[config.mk]
export PLATFORM = sky130hd
export DESIGN_NAME = fifo_read_ctrl
export DESIGN_NICKNAME = d
export VERILOG_FILES = /design/src/rtl/Shared_Pkg.sv /design/src/rtl/fifo_rd_skid_buf.sv /design/src/rtl/fifo_read_ctrl.sv
export SDC_FILE = /design/constraint.sdc
export NUM_CORES = 1
export LEC_CHECK = 0
export CORE_ASPECT_RATIO = 0.9
export CORE_UTILIZATION = 35
export DETAILED_ROUTE_END_ITERATION = 10
export GPL_ROUTABILITY_DRIVEN = 0
export PLACE_DENSITY = 0.61
export REMOVE_ABC_BUFFERS = 1
export SLEW_MARGIN = 20
export SYNTH_ARGS = -nofsm -noshare
export SYNTH_HDL_FRONTEND = slang
export SYNTH_SLANG_ARGS = --single-unit
[constraint.sdc]
create_clock -name clk -period 3.7 [get_ports clk]
set_input_delay 0.74 -clock clk [delete_from_list [all_inputs] [get_ports clk]]
set_output_delay 0.74 -clock clk [all_outputs]
set_load 0.05 [all_outputs]
[src/rtl/Shared_Pkg.sv]
// Shared definitions for the synchronous FIFO and its read-side controller.
//   FIFO_WIDTH : FIFO word width
//   RD_CNT_W   : width of the optional delivered-word counter
//   rd_state_e : occupancy states of the read-side skid buffer
package Shared_Pkg;

  localparam int FIFO_WIDTH = 16;
  localparam int RD_CNT_W   = 16;

  typedef enum logic [1:0] {
    RD_EMPTY = 2'd0,
    RD_ONE   = 2'd1,
    RD_TWO   = 2'd2
  } rd_state_e;

endpackage

[src/rtl/fifo_rd_skid_buf.sv]
// Two-entry output skid buffer for fifo_read_ctrl.
// Entry r_head is always the oldest word; r_tail only holds a second word.
// Ports:
//   clk, rst_n    : clock, synchronous active-low reset
//   i_push        : write i_push_data at the tail this cycle
//   i_push_data   : word to write
//   i_pop         : head word is consumed this cycle
//   o_occ         : number of buffered words (0..2)
//   o_head        : oldest buffered word
//
// state    | meaning
// ---------+------------------------------------------
// RD_EMPTY | no word buffered
// RD_ONE   | one word, in r_head
// RD_TWO   | two words, oldest in r_head, next in r_tail
module fifo_rd_skid_buf
  import Shared_Pkg::*;
#(
  parameter int DATA_WIDTH = FIFO_WIDTH
) (
  input  logic                  clk,
  input  logic                  rst_n,
  input  logic                  i_push,
  input  logic [DATA_WIDTH-1:0] i_push_data,
  input  logic                  i_pop,
  output logic [1:0]            o_occ,
  output logic [DATA_WIDTH-1:0] o_head
);

  rd_state_e             r_state;
  rd_state_e             w_state_nxt;
  logic [DATA_WIDTH-1:0] r_head;
  logic [DATA_WIDTH-1:0] r_tail;
  logic                  w_head_load_push;
  logic                  w_head_load_tail;
  logic                  w_tail_load;

  always_ff @(posedge clk) begin
    if (!rst_n) r_state <= RD_EMPTY;
    else        r_state <= w_state_nxt;
  end

  // A push in RD_TWO cannot occur: the issue logic in the top never lets
  // more than two words be committed.
  always_comb begin
    w_state_nxt      = r_state;
    w_head_load_push = 1'b0;
    w_head_load_tail = 1'b0;
    w_tail_load      = 1'b0;
    case (r_state)
      RD_EMPTY: begin
        if (i_push) begin
          w_state_nxt      = RD_ONE;
          w_head_load_push = 1'b1;
        end
      end
      RD_ONE: begin
        if (i_push && i_pop) begin
          w_head_load_push = 1'b1;
        end else if (i_push) begin
          w_state_nxt = RD_TWO;
          w_tail_load = 1'b1;
        end else if (i_pop) begin
          w_state_nxt = RD_EMPTY;
        end
      end
      RD_TWO: begin
        if (i_pop) begin
          w_state_nxt      = RD_ONE;
          w_head_load_tail = 1'b1;
        end
      end
      default: w_state_nxt = RD_EMPTY;
    endcase
  end

  always_ff @(posedge clk) begin
    if (!rst_n) begin
      r_head <= '0;
      r_tail <= '0;
    end else begin
      if (w_head_load_push)      r_head <= i_push_data;
      else if (w_head_load_tail) r_head <= r_tail;
      if (w_tail_load)           r_tail <= i_push_data;
    end
  end

  always_comb begin
    case (r_state)
      RD_ONE:  o_occ = 2'd1;
      RD_TWO:  o_occ = 2'd2;
      default: o_occ = 2'd0;
    endcase
  end

  assign o_head = r_head;

endmodule

[src/rtl/fifo_read_ctrl.sv]
// Read-side controller for the synchronous FIFO. Issues FIFO reads so that
// the 2-entry skid buffer is never over-committed, captures the read data one
// cycle later and presents it on a valid/ready stream in FIFO order.
// Optional feature macro: FIFO_RD_STATS_EN (adds the rd_count port).
// Ports:
//   clk, rst_n       : clock, synchronous active-low reset
//   fifo_empty       : FIFO empty flag
//   fifo_underflow   : FIFO underflow flag, registered after an illegal read
//   fifo_data_out    : FIFO read data, valid the cycle after fifo_rd_en
//   fifo_rd_en       : FIFO read request
//   m_valid/m_ready  : downstream stream handshake
//   m_data           : stream data (oldest buffered word)
//   err_underflow    : sticky underflow seen on one of our reads
//   rd_count         : saturating count of delivered words (FIFO_RD_STATS_EN)
module fifo_read_ctrl
  import Shared_Pkg::*;
#(
  parameter int DATA_WIDTH = FIFO_WIDTH,
  parameter int BUF_DEPTH  = 2
) (
  input  logic                  clk,
  input  logic                  rst_n,
  input  logic                  fifo_empty,
  input  logic                  fifo_underflow,
  input  logic [DATA_WIDTH-1:0] fifo_data_out,
  output logic                  fifo_rd_en,
  output logic                  m_valid,
  input  logic                  m_ready,
  output logic [DATA_WIDTH-1:0] m_data,
  output logic                  err_underflow
`ifdef FIFO_RD_STATS_EN
  ,
  output logic [RD_CNT_W-1:0]   rd_count
`endif
);

  if (BUF_DEPTH != 2) begin : g_bad_depth
    $error("fifo_read_ctrl: only BUF_DEPTH == 2 is supported");
  end

  logic       r_pending;
  logic       r_err;
  logic [1:0] w_occ;
  logic       w_pop;
  logic       w_capture;
  logic [2:0] w_commit;

  assign w_pop     = m_valid && m_ready;
  assign w_capture = r_pending && !fifo_underflow;

  // Words that will sit in the buffer after this cycle if nothing new is
  // issued; a pending read counts even if it later turns out to underflow.
  assign w_commit   = {1'b0, w_occ} + {2'b00, r_pending} - {2'b00, w_pop};
  assign fifo_rd_en = rst_n && !fifo_empty && (w_commit < 3'd2);
  assign m_valid    = (w_occ != 2'd0);

  always_ff @(posedge clk) begin
    if (!rst_n) begin
      r_pending <= 1'b0;
      r_err     <= 1'b0;
    end else begin
      r_pending <= fifo_rd_en;
      if (r_pending && fifo_underflow) r_err <= 1'b1;
    end
  end

  assign err_underflow = r_err;

  fifo_rd_skid_buf #(
    .DATA_WIDTH (DATA_WIDTH)
  ) u_skid (
    .clk         (clk),
    .rst_n       (rst_n),
    .i_push      (w_capture),
    .i_push_data (fifo_data_out),
    .i_pop       (w_pop),
    .o_occ       (w_occ),
    .o_head      (m_data)
  );

`ifdef FIFO_RD_STATS_EN
  logic [RD_CNT_W-1:0] r_rd_count;

  always_ff @(posedge clk) begin
    if (!rst_n) begin
      r_rd_count <= '0;
    end else if (w_pop && (r_rd_count != {RD_CNT_W{1'b1}})) begin
      r_rd_count <= r_rd_count + {{(RD_CNT_W-1){1'b0}}, 1'b1};
    end
  end

  assign rd_count = r_rd_count;
`endif

endmodule

==> flow_metrics.env, run 1 <==
export IMPL_status="complete, no violations"
export IMPL_rsz0062_at_grt="false"
export IMPL_diodes=0
export IMPL_cap_viol_max_count=0
export IMPL_fillers=449
export IMPL_viasPerCell=4.713
export IMPL_cpPeakStageDelay_ns=0.57
export IMPL_syn_inst=181
export IMPL_synth_edff_count=0
export IMPL_initial_utilization_pct=36.87
export IMPL_pre_cts_ws_ns=0.6283
export IMPL_finalMaxSlewViolations=0
export IMPL_synth_area_leader_cell="dfxtp_1"
export IMPL_cp_slowest_cell="clkdlybuf4s50_1"
export IMPL_cts_clk_slew_worst_paths_ns=0.07
export IMPL_yosysWarningCount=0
export IMPL_hold_depth=2
export IMPL_port_buffers=39
export IMPL_hold_start="u_skid.r_tail[15]"
export IMPL_path_cells="clkdlybuf4s50_1 > nand2_1 > mux2i_1 > xnor2_1 > nor3b_1 > buf_12"
export IMPL_worst_pin_slew_ns=0.8046
export IMPL_syn_area_mm2=0.001655
export IMPL_firstDrtPassIters=4
export IMPL_first_iter_violations=72
export IMPL_syn_avg_cell_area_um2=9.146
export IMPL_antenna_found_initial=0
export IMPL_timing_fmax_mhz=325.3
export IMPL_cts_buffer_depth=2
export IMPL_drcViolationCount=0
export IMPL_maxSlewHeadroom_pct=46.36
export IMPL_core_mm2=0.004489
export IMPL_area_growth_pct=32.35
export IMPL_hold_ws_ns=0.4574
export IMPL_grt_max_degree=38
export IMPL_pin_count=40
export IMPL_min_period_ns=3.074
export IMPL_ys_async_sr_fraction_pct=0
export IMPL_cts_root_buf="clkbuf_8"
export IMPL_clock_skew_ns=0.003411
export IMPL_dr_total_vias=1329
export IMPL_cp_required_ns=2.96
export IMPL_postCtsSetupRepairBufs=0
export IMPL_fin_nets=245
export IMPL_cts_made_buffers=5
export IMPL_power_per_cell_area_mw_per_mm2=492.1
export IMPL_yosysMostFrequentCell="nand2_1"
export IMPL_cp_max_fo=5
export IMPL_cp_start_kind="input port"
export IMPL_critPathBufInv=2
export IMPL_synth_top_flop_cell="dfxtp_1"
export IMPL_synth_top_cells_by_area="dfxtp_1 44%, nand2_1 12%, mux2i_1 11%"
export IMPL_fp_dieH_um=67.24
export IMPL_dp_hpwl_um=2197
export IMPL_hold_class="reg2reg"
export IMPL_cts_resized=0
export IMPL_hold_end="u_skid.r_tail[15]"
export IMPL_htree_levels=2
export IMPL_arrival_ns=2.33
export IMPL_vdd_drop_max_uv=254.5
export IMPL_ys_types=26
export IMPL_r2r_slack_ns=1.63
export IMPL_clock_sinks=36
export IMPL_r2r_end="u_skid.o_head[1]"
export IMPL_hold_viol=0
export IMPL_fin_setup_tns_ns=0
export IMPL_cts_tree="yes"
export IMPL_ys_seq_elements=36
export IMPL_routedWlPerCell_um=12.28
export IMPL_overflow=0
export IMPL_placed_area_mm2=0.002101
export IMPL_worstSetupPathType="in2out"
export IMPL_grt_pass1_vias=1288
export IMPL_yosysTopAreaCellShare_pct=43.54
export IMPL_rr_worst_depth=6
export IMPL_min_period_over_period_pct=83.08
export IMPL_grt_first_pass_wirelength_um=5823
export IMPL_setup_worst_path_end_class="primary output"
export IMPL_p_leak_nw=1.087
export IMPL_fin_ws_ns=0.6260
export IMPL_layout_drive_gt1_share_pct=5.455
export IMPL_r2r_start="u_skid.r_state[1]"
export IMPL_rows=23
export IMPL_synth_top_cells_by_count="54 x nand2_1, 36 x dfxtp_1, 18 x mux2i_1"
export IMPL_grtUsageTotal_pct=15.55
export IMPL_design_area_mm2=0.002191
export IMPL_die_area_mm2=0.005009
export IMPL_finalWirelength_um=3463
export IMPL_critPathTopFamily="buffers and inverters"
export IMPL_dieWidth_um=74.49
export IMPL_setup_violations_final=0
export IMPL_clk_latency_ns=0.28
export IMPL_synth_yosys_seq_area_share_pct=43.54
export IMPL_cts_hold_fix_buffers=0
export IMPL_antenna_left=0
-- area by class of cell --
cell class	instances	area, um^2	share of cell area [%]
Clock buffer	8	90.09	4.112
Inverter	3	11.26	0.5140
Multi-Input combinational cell	132	875.8	39.98
Sequential cell	36	720.7	32.90
Tap cell	62	77.57	3.541
Timing Repair Buffer	41	415.4	18.96
-- worst max path at each step --
stage	from	endpoint	depth (start not counted)	slack, ns
2_1_floorplan	u_skid.r_state[0]	fifo_rd_en	6	0.19
3_3_place_gp	m_ready	fifo_rd_en	6	0.67
3_5_place_dp	m_ready	fifo_rd_en	6	0.63
4_1_cts	m_ready	fifo_rd_en	6	0.61
5_1_grt	m_ready	fifo_rd_en	6	0.50
6_report	m_ready	fifo_rd_en	6	0.63
-- report_power, final --
group	switching (mW)	leakage, nW	total (mW)	internal [mW]
logic	0.211	0.749	0.351	0.140
registers	0.0218	0.292	0.443	0.422
clock network	0.132	0.0455	0.284	0.152
-- cell families after synthesis --
family	Yosys count	share of synthesized area, %
AND/OR/NAND/NOR	68	17.54
multiplexers	18	10.88
buffers and inverters	13	3.779
flip-flops	36	43.54
XOR/XNOR	1	0.5292
adder cells (fa/ha/maj)	5	3.779
AO/OA/AOI/OAI	40	19.95
-- worst register-to-register path, delay by kind of cell (launching register included) --
kind	cells	cell delay (ns)
simple gates	2	0.59
flops	1	0.42
fa+ha+maj	1	0.39
mux	1	0.32
compound gates	1	0.14
buf+inv	1	0.11
-- flip-flops by register name (all words and copies together), names as in the netlist --
signal,flops
u_skid.o_head,16
u_skid.r_tail,16
err_underflow,1
u_skid.r_state,2
r_pending,1
-- per-layer routing --
| layer | track usage, % | routed length (um) |
|---|---|---|
| met5 | 0 | 0 |
| met4 | 5.660 | 25 |
| met3 | 4.328 | 137 |
| met2 | 26.35 | 1555 |
| met1 | 18.76 | 1744 |
-- per-stage QoR --
stage          instances  util, %  total power, mW
6_report             282    48.80            1.078
5_1_grt              282    48.80            1.141
4_1_cts              282    48.80            1.092
3_5_place_dp         274    46.79           0.8049
3_3_place_gp         274    46.79           0.8049
2_1_floorplan        171        -           0.6835
-- cell usage in the layout (no fill, tap or decap) --
cell type	n
xnor2_1	1
a211o_1	1
dfxtp_1	36
nor3b_1	2
ha_1	5
buf_4	2
o211a_1	16
nand2b_1	1
and2_1	1
nor2_1	4
clkbuf_8	6
a21oi_2	1
a21boi_1	1
a21boi_0	16
clkdlybuf4s50_1	38
and3_1	1
a21oi_1	2
and3b_1	1
o21ai_0	2
nand2_1	54
o21ai_2	1
nor2b_1	2
buf_12	1
nand3b_1	1
clkbuf_1	2
mux2i_1	18
inv_1	3
nand3_2	1
(Power assumes the default switching activity.)
==> inputs of run 2 (changes only) <==
Settings changed: PLACE_DENSITY 0.61 to 0.63.
Clock period 3.7 ns to 2.6 ns, I/O delays scaled along.
==> flow_metrics.env, run 2 (synthesis results as in run 1) <==
export IMPL_status="complete, no violations"
export IMPL_timing_fmax_mhz=407.6
export IMPL_dp_cells=278
export IMPL_dr_total_vias=1291
export IMPL_r2r_start="u_skid.r_state[0]"
export IMPL_cts_buffer_depth=2
export IMPL_pre_cts_ws_ns=0.1527
export IMPL_maxSlewHeadroom_pct=61.70
export IMPL_cp_max_fo=5
export IMPL_grt_first_pass_wirelength_um=5485
export IMPL_overflow=0
export IMPL_utilization_pct=50.98
export IMPL_first_iter_violations=58
export IMPL_min_period_ns=2.453
export IMPL_multi_input_area_um2=904.6
export IMPL_rows=23
export IMPL_clk_latency_ns=0.28
export IMPL_setup_violations_final=0
export IMPL_cts_tree="yes"
export IMPL_fp_dieH_um=67.24
export IMPL_core_mm2=0.004489
export IMPL_rsz0062_at_grt="false"
export IMPL_fin_ws_ns=0.1468
export IMPL_viasPerCell=4.514
export IMPL_rr_worst_depth=7
export IMPL_cts_clk_slew_worst_paths_ns=0.07
export IMPL_finalMaxSlewViolations=0
export IMPL_grt_pass1_vias=1164
export IMPL_r2r_slack_ns=0.75
export IMPL_hold_class="reg2reg"
export IMPL_diodes=0
export IMPL_drcViolationCount=0
export IMPL_grt_max_degree=38
export IMPL_routedWlPerCell_um=12.14
export IMPL_firstDrtPassIters=4
export IMPL_arrival_ns=1.93
export IMPL_die_area_mm2=0.005009
export IMPL_vdd_drop_max_uv=279.2
export IMPL_final_common_cell="nand2_1"
export IMPL_hold_ws_ns=0.4631
export IMPL_stdcell_count=286
export IMPL_pin_count=40
export IMPL_antenna_left=0
export IMPL_fin_nets=249
export IMPL_worst_pin_slew_ns=0.5731
export IMPL_hold_depth=2
export IMPL_cts_made_buffers=5
export IMPL_power_per_cell_area_mw_per_mm2=745.0
export IMPL_finalWirelength_um=3471
export IMPL_clock_skew_ns=0.006302
export IMPL_min_period_over_period_pct=94.36
export IMPL_setup_worst_path_end_class="primary output"
export IMPL_seq_area_um2=723.2
export IMPL_hold_end="u_skid.r_tail[15]"
export IMPL_cap_viol_max_count=0
export IMPL_htree_levels=2
export IMPL_cts_hold_fix_buffers=0
export IMPL_antenna_found_initial=0
export IMPL_worstSetupPathType="reg2out"
export IMPL_clock_sinks=36
export IMPL_dp_hpwl_um=2160
export IMPL_initial_utilization_pct=36.87
export IMPL_area_growth_pct=38.25
export IMPL_cts_root_buf="clkbuf_8"
export IMPL_layout_drive_gt1_share_pct=10.71
export IMPL_dieWidth_um=74.49
export IMPL_final_cell_mix="54 x nand2_1, 38 x clkdlybuf4s50_1, 34 x dfxtp_1"
export IMPL_p_leak_nw=1.132
export IMPL_fillers=460
export IMPL_hold_start="u_skid.r_tail[15]"
export IMPL_cp_required_ns=2.08
export IMPL_grtUsageTotal_pct=14.88
export IMPL_port_buffers=39
export IMPL_finalPower_mw=1.705
export IMPL_hold_viol=0
export IMPL_cp_start_kind="flip-flop"
export IMPL_r2r_end="u_skid.r_tail[1]"
==> run 2: power breakdown <==
group	internal, mW	leakage (nW)	total [mW]	switching (mW)
registers	0.602	0.293	0.633	0.0316
logic	0.228	0.775	0.538	0.310
clock network	0.338	0.0645	0.533	0.195
==> run 2: stage by stage <==
step                      cell area [um^2]  TNS [ns]
after floorplan                       1604    -2.174
after global placement                2131         0
after detailed placement              2131         0
after CTS                             2262         0
after global routing                  2288         0
final                                 2288         0
==> run 2: worst max-delay path by stage <==
| stage | slack, ns | start | end |
|---|---|---|---|
| after floorplan | -0.69 | u_skid.r_state[0] | fifo_rd_en |
| after global placement | 0.16 | m_ready | fifo_rd_en |
| after detailed placement | 0.15 | m_ready | fifo_rd_en |
| after CTS | 0.03 | u_skid.r_state[0] | fifo_rd_en |
| after global routing | 0.01 | u_skid.r_state[0] | fifo_rd_en |
| final | 0.15 | u_skid.r_state[0] | fifo_rd_en |
==> run 2: what timing repair did <==
item	CTS	global route
endpoints found under the setup margin	1	1
resized for setup	1	6
setup buffers	0	0
pin swaps	0	1
hold endpoints to repair	0	0
==> run 2: layer usage <==
layer / global-route usage, % / up-vias / share of wire [%]
met5: 0 / - / 0
met4: 7.783 / 0 / 1.8
met3: 3.582 / 4 / 4.3
met2: 22.52 / 27 / 42
met1: 19.56 / 558 / 52
li1: - / 702 / -
==> run 2: cell type report <==
cell class	instances	share of cell area, %
Clock buffer	7	4.210
Clock inverter	1	1.312
Inverter	3	0.4921
Multi-Input combinational cell	132	39.53
Sequential cell	36	31.60
Tap cell	62	3.390
Timing Repair Buffer	45	19.46
==> run 2: critical path, cell delays in order, from the launching register on <==
cell and delay (ns):
dfxtp_2 0.37, inv_1 0.10, ha_4 0.27, nand2_1 0.11
mux2i_2 0.27, xnor2_2 0.11, nor3b_2 0.26, buf_12 0.17
==> inputs of run 3 (changes only) <==
Settings changed: PLACE_DENSITY 0.63 to 0.61.
Clock period 2.6 ns to 3 ns, I/O delays scaled along.
==> flow_metrics.env, run 3 (synthesis results as in run 1) <==
export IMPL_cpPeakStageDelay_ns=0.40
export IMPL_hold_start="u_skid.r_tail[15]"
export IMPL_worstSetupPathType="reg2out"
export IMPL_htree_levels=2
export IMPL_fin_nets=247
export IMPL_grt_max_degree=38
export IMPL_cts_made_buffers=5
export IMPL_area_growth_pct=33.41
export IMPL_dp_hpwl_um=2283
export IMPL_overflow=0
export IMPL_port_buffers=39
export IMPL_r2r_start="u_skid.r_state[1]"
export IMPL_p_leak_nw=1.102
export IMPL_stdcell_count=284
export IMPL_setup_worst_path_end_class="primary output"
export IMPL_pin_count=40
export IMPL_grtUsageTotal_pct=14.73
export IMPL_dieWidth_um=74.49
export IMPL_cp_slowest_cell="dfxtp_1"
export IMPL_cap_viol_max_count=0
export IMPL_clk_latency_ns=0.28
export IMPL_power_share_combinational_pct=32.9
export IMPL_status="complete, no violations"
export IMPL_finalMaxSlewViolations=0
export IMPL_finalWirelength_um=3484
export IMPL_pwr_share_seq_pct=41.1
export IMPL_final_cell_mix="54 x nand2_1, 38 x clkdlybuf4s50_1, 36 x dfxtp_1"
export IMPL_routedWlPerCell_um=12.27
export IMPL_layout_drive_gt1_share_pct=7.207
export IMPL_rsz0062_at_grt="false"
export IMPL_dr_total_vias=1319
export IMPL_min_period_over_period_pct=92.91
export IMPL_cts_tree="yes"
export IMPL_cts_buffer_depth=2
export IMPL_grt_first_pass_wirelength_um=5506
export IMPL_p_sw_mw=0.4549
export IMPL_antenna_found_initial=0
export IMPL_drcViolationCount=0
export IMPL_cp_required_ns=2.40
export IMPL_cts_resized=0
export IMPL_viasPerCell=4.644
export IMPL_clock_sinks=36
export IMPL_core_mm2=0.004489
export IMPL_maxSlewHeadroom_pct=60.82
export IMPL_rows=23
export IMPL_first_iter_violations=94
export IMPL_cp_startpoint="u_skid.r_state[1]"
export IMPL_die_area_mm2=0.005009
export IMPL_final_common_cell="nand2_1"
export IMPL_clock_skew_ns=0.007184
export IMPL_dp_cells=276
export IMPL_hold_class="reg2reg"
export IMPL_cp_max_fo=5
export IMPL_initial_utilization_pct=36.87
export IMPL_cts_hold_fix_buffers=0
export IMPL_cts_root_buf="clkbuf_8"
export IMPL_switching_share_pct=34.13
export IMPL_postCtsSetupRepairBufs=0
export IMPL_cp_start_kind="flip-flop"
export IMPL_min_period_ns=2.787
export IMPL_grt_pass1_vias=1178
export IMPL_power_internal_mw=0.8777
export IMPL_setup_violations_final=0
export IMPL_arrival_ns=2.19
export IMPL_timing_fmax_mhz=358.8
export IMPL_vdd_drop_max_uv=374.7
export IMPL_fin_setup_tns_ns=0
export IMPL_diodes=0
export IMPL_cts_clk_slew_worst_paths_ns=0.07
export IMPL_worst_pin_slew_ns=0.5863
export IMPL_fp_dieH_um=67.24
export IMPL_path_cells="inv_1 > ha_1 > nand2_1 > mux2i_1 > xnor2_1 > nor3b_1 > buf_12"
export IMPL_antenna_left=0
export IMPL_p_clk_share_pct=26.0
export IMPL_finalPower_mw=1.333
export IMPL_hold_viol=0
export IMPL_power_per_cell_area_mw_per_mm2=603.4
export IMPL_firstDrtPassIters=4
run 3: cell count changes in the layout (fill, tap and decap cells not counted):
cell       previous run  this run
nor3b_2               1         0
dfxtp_2               2         0
mux2i_1              17        18
dfxtp_1              34        36
mux2i_2               1         0
buf_4                 6         4
ha_1                  4         5
ha_4                  1         0
nor3b_1               1         2
clkbuf_8              7         6
bufinv_16             1         0
xnor2_1               0         1
xnor2_2               1         0
clkinv_2              0         2
run 3: final timing paths:
| check | slack (ns) | endpoint | cells after the start |
|---|---|---|---|
| worst max-delay path | 0.21 | fifo_rd_en | 7 |
| worst min-delay path | 0.46 | u_skid.r_tail[15] | 2 |
| worst max register to register | 1.09 | u_skid.r_tail[8] | 6 |
| worst min register to register | 0.46 | u_skid.r_tail[15] | 2 |
run 3: power by group through the flow:
stage / sequential [mW] / combinational [mW] / clock (mW)
finish: 0.548 / 0.438 / 0.346
global route: 0.553 / 0.471 / 0.374
CTS: 0.548 / 0.440 / 0.357
detailed placement: 0.559 / 0.438 / 0
global placement: 0.558 / 0.436 / 0
floorplan: 0.644 / 0.199 / 0
run 3: metrics by stage:
stage | hold WS, ns | area [um^2] | worst slack [ns] | util, %
CTS | 0.4630 | 2208 | 0.1987 | 49.19
global placement | 0.4459 | 2116 | 0.2449 | 47.13
detailed placement | 0.4531 | 2116 | 0.2312 | 47.13
finish | 0.4624 | 2208 | 0.2127 | 49.19
global route | 0.4874 | 2208 | 0.04804 | 49.19
floorplan | 0.4344 | 1604 | -0.3664 | -
run 3: worst max-delay path: cells and delay by family (launching register included):
kind	cells	cell delay [ns]
flops	1	0.40
fa+ha+maj	1	0.35
simple gates	2	0.52
buf+inv	2	0.29
xor+xnor	1	0.11
mux	1	0.23
run 3: per-layer routing:
layer	GRT usage, %	vias up	routed length, um
met1	20.42	590	1822
li1	-	698	-
met4	3.538	0	19
met3	3.582	4	120
met2	22.97	27	1523
met5	0	-	0
run 3: final cells by class:
type                    count  area (um^2)
flip-flops and latches     36        720.7
well taps                  62        77.57
multi-input cells         132        875.8
clock buffers               6        82.58
fillers                   441         2281
repair buffers             43        430.4
inverters                   3        11.26
clock inverters             2        10.01
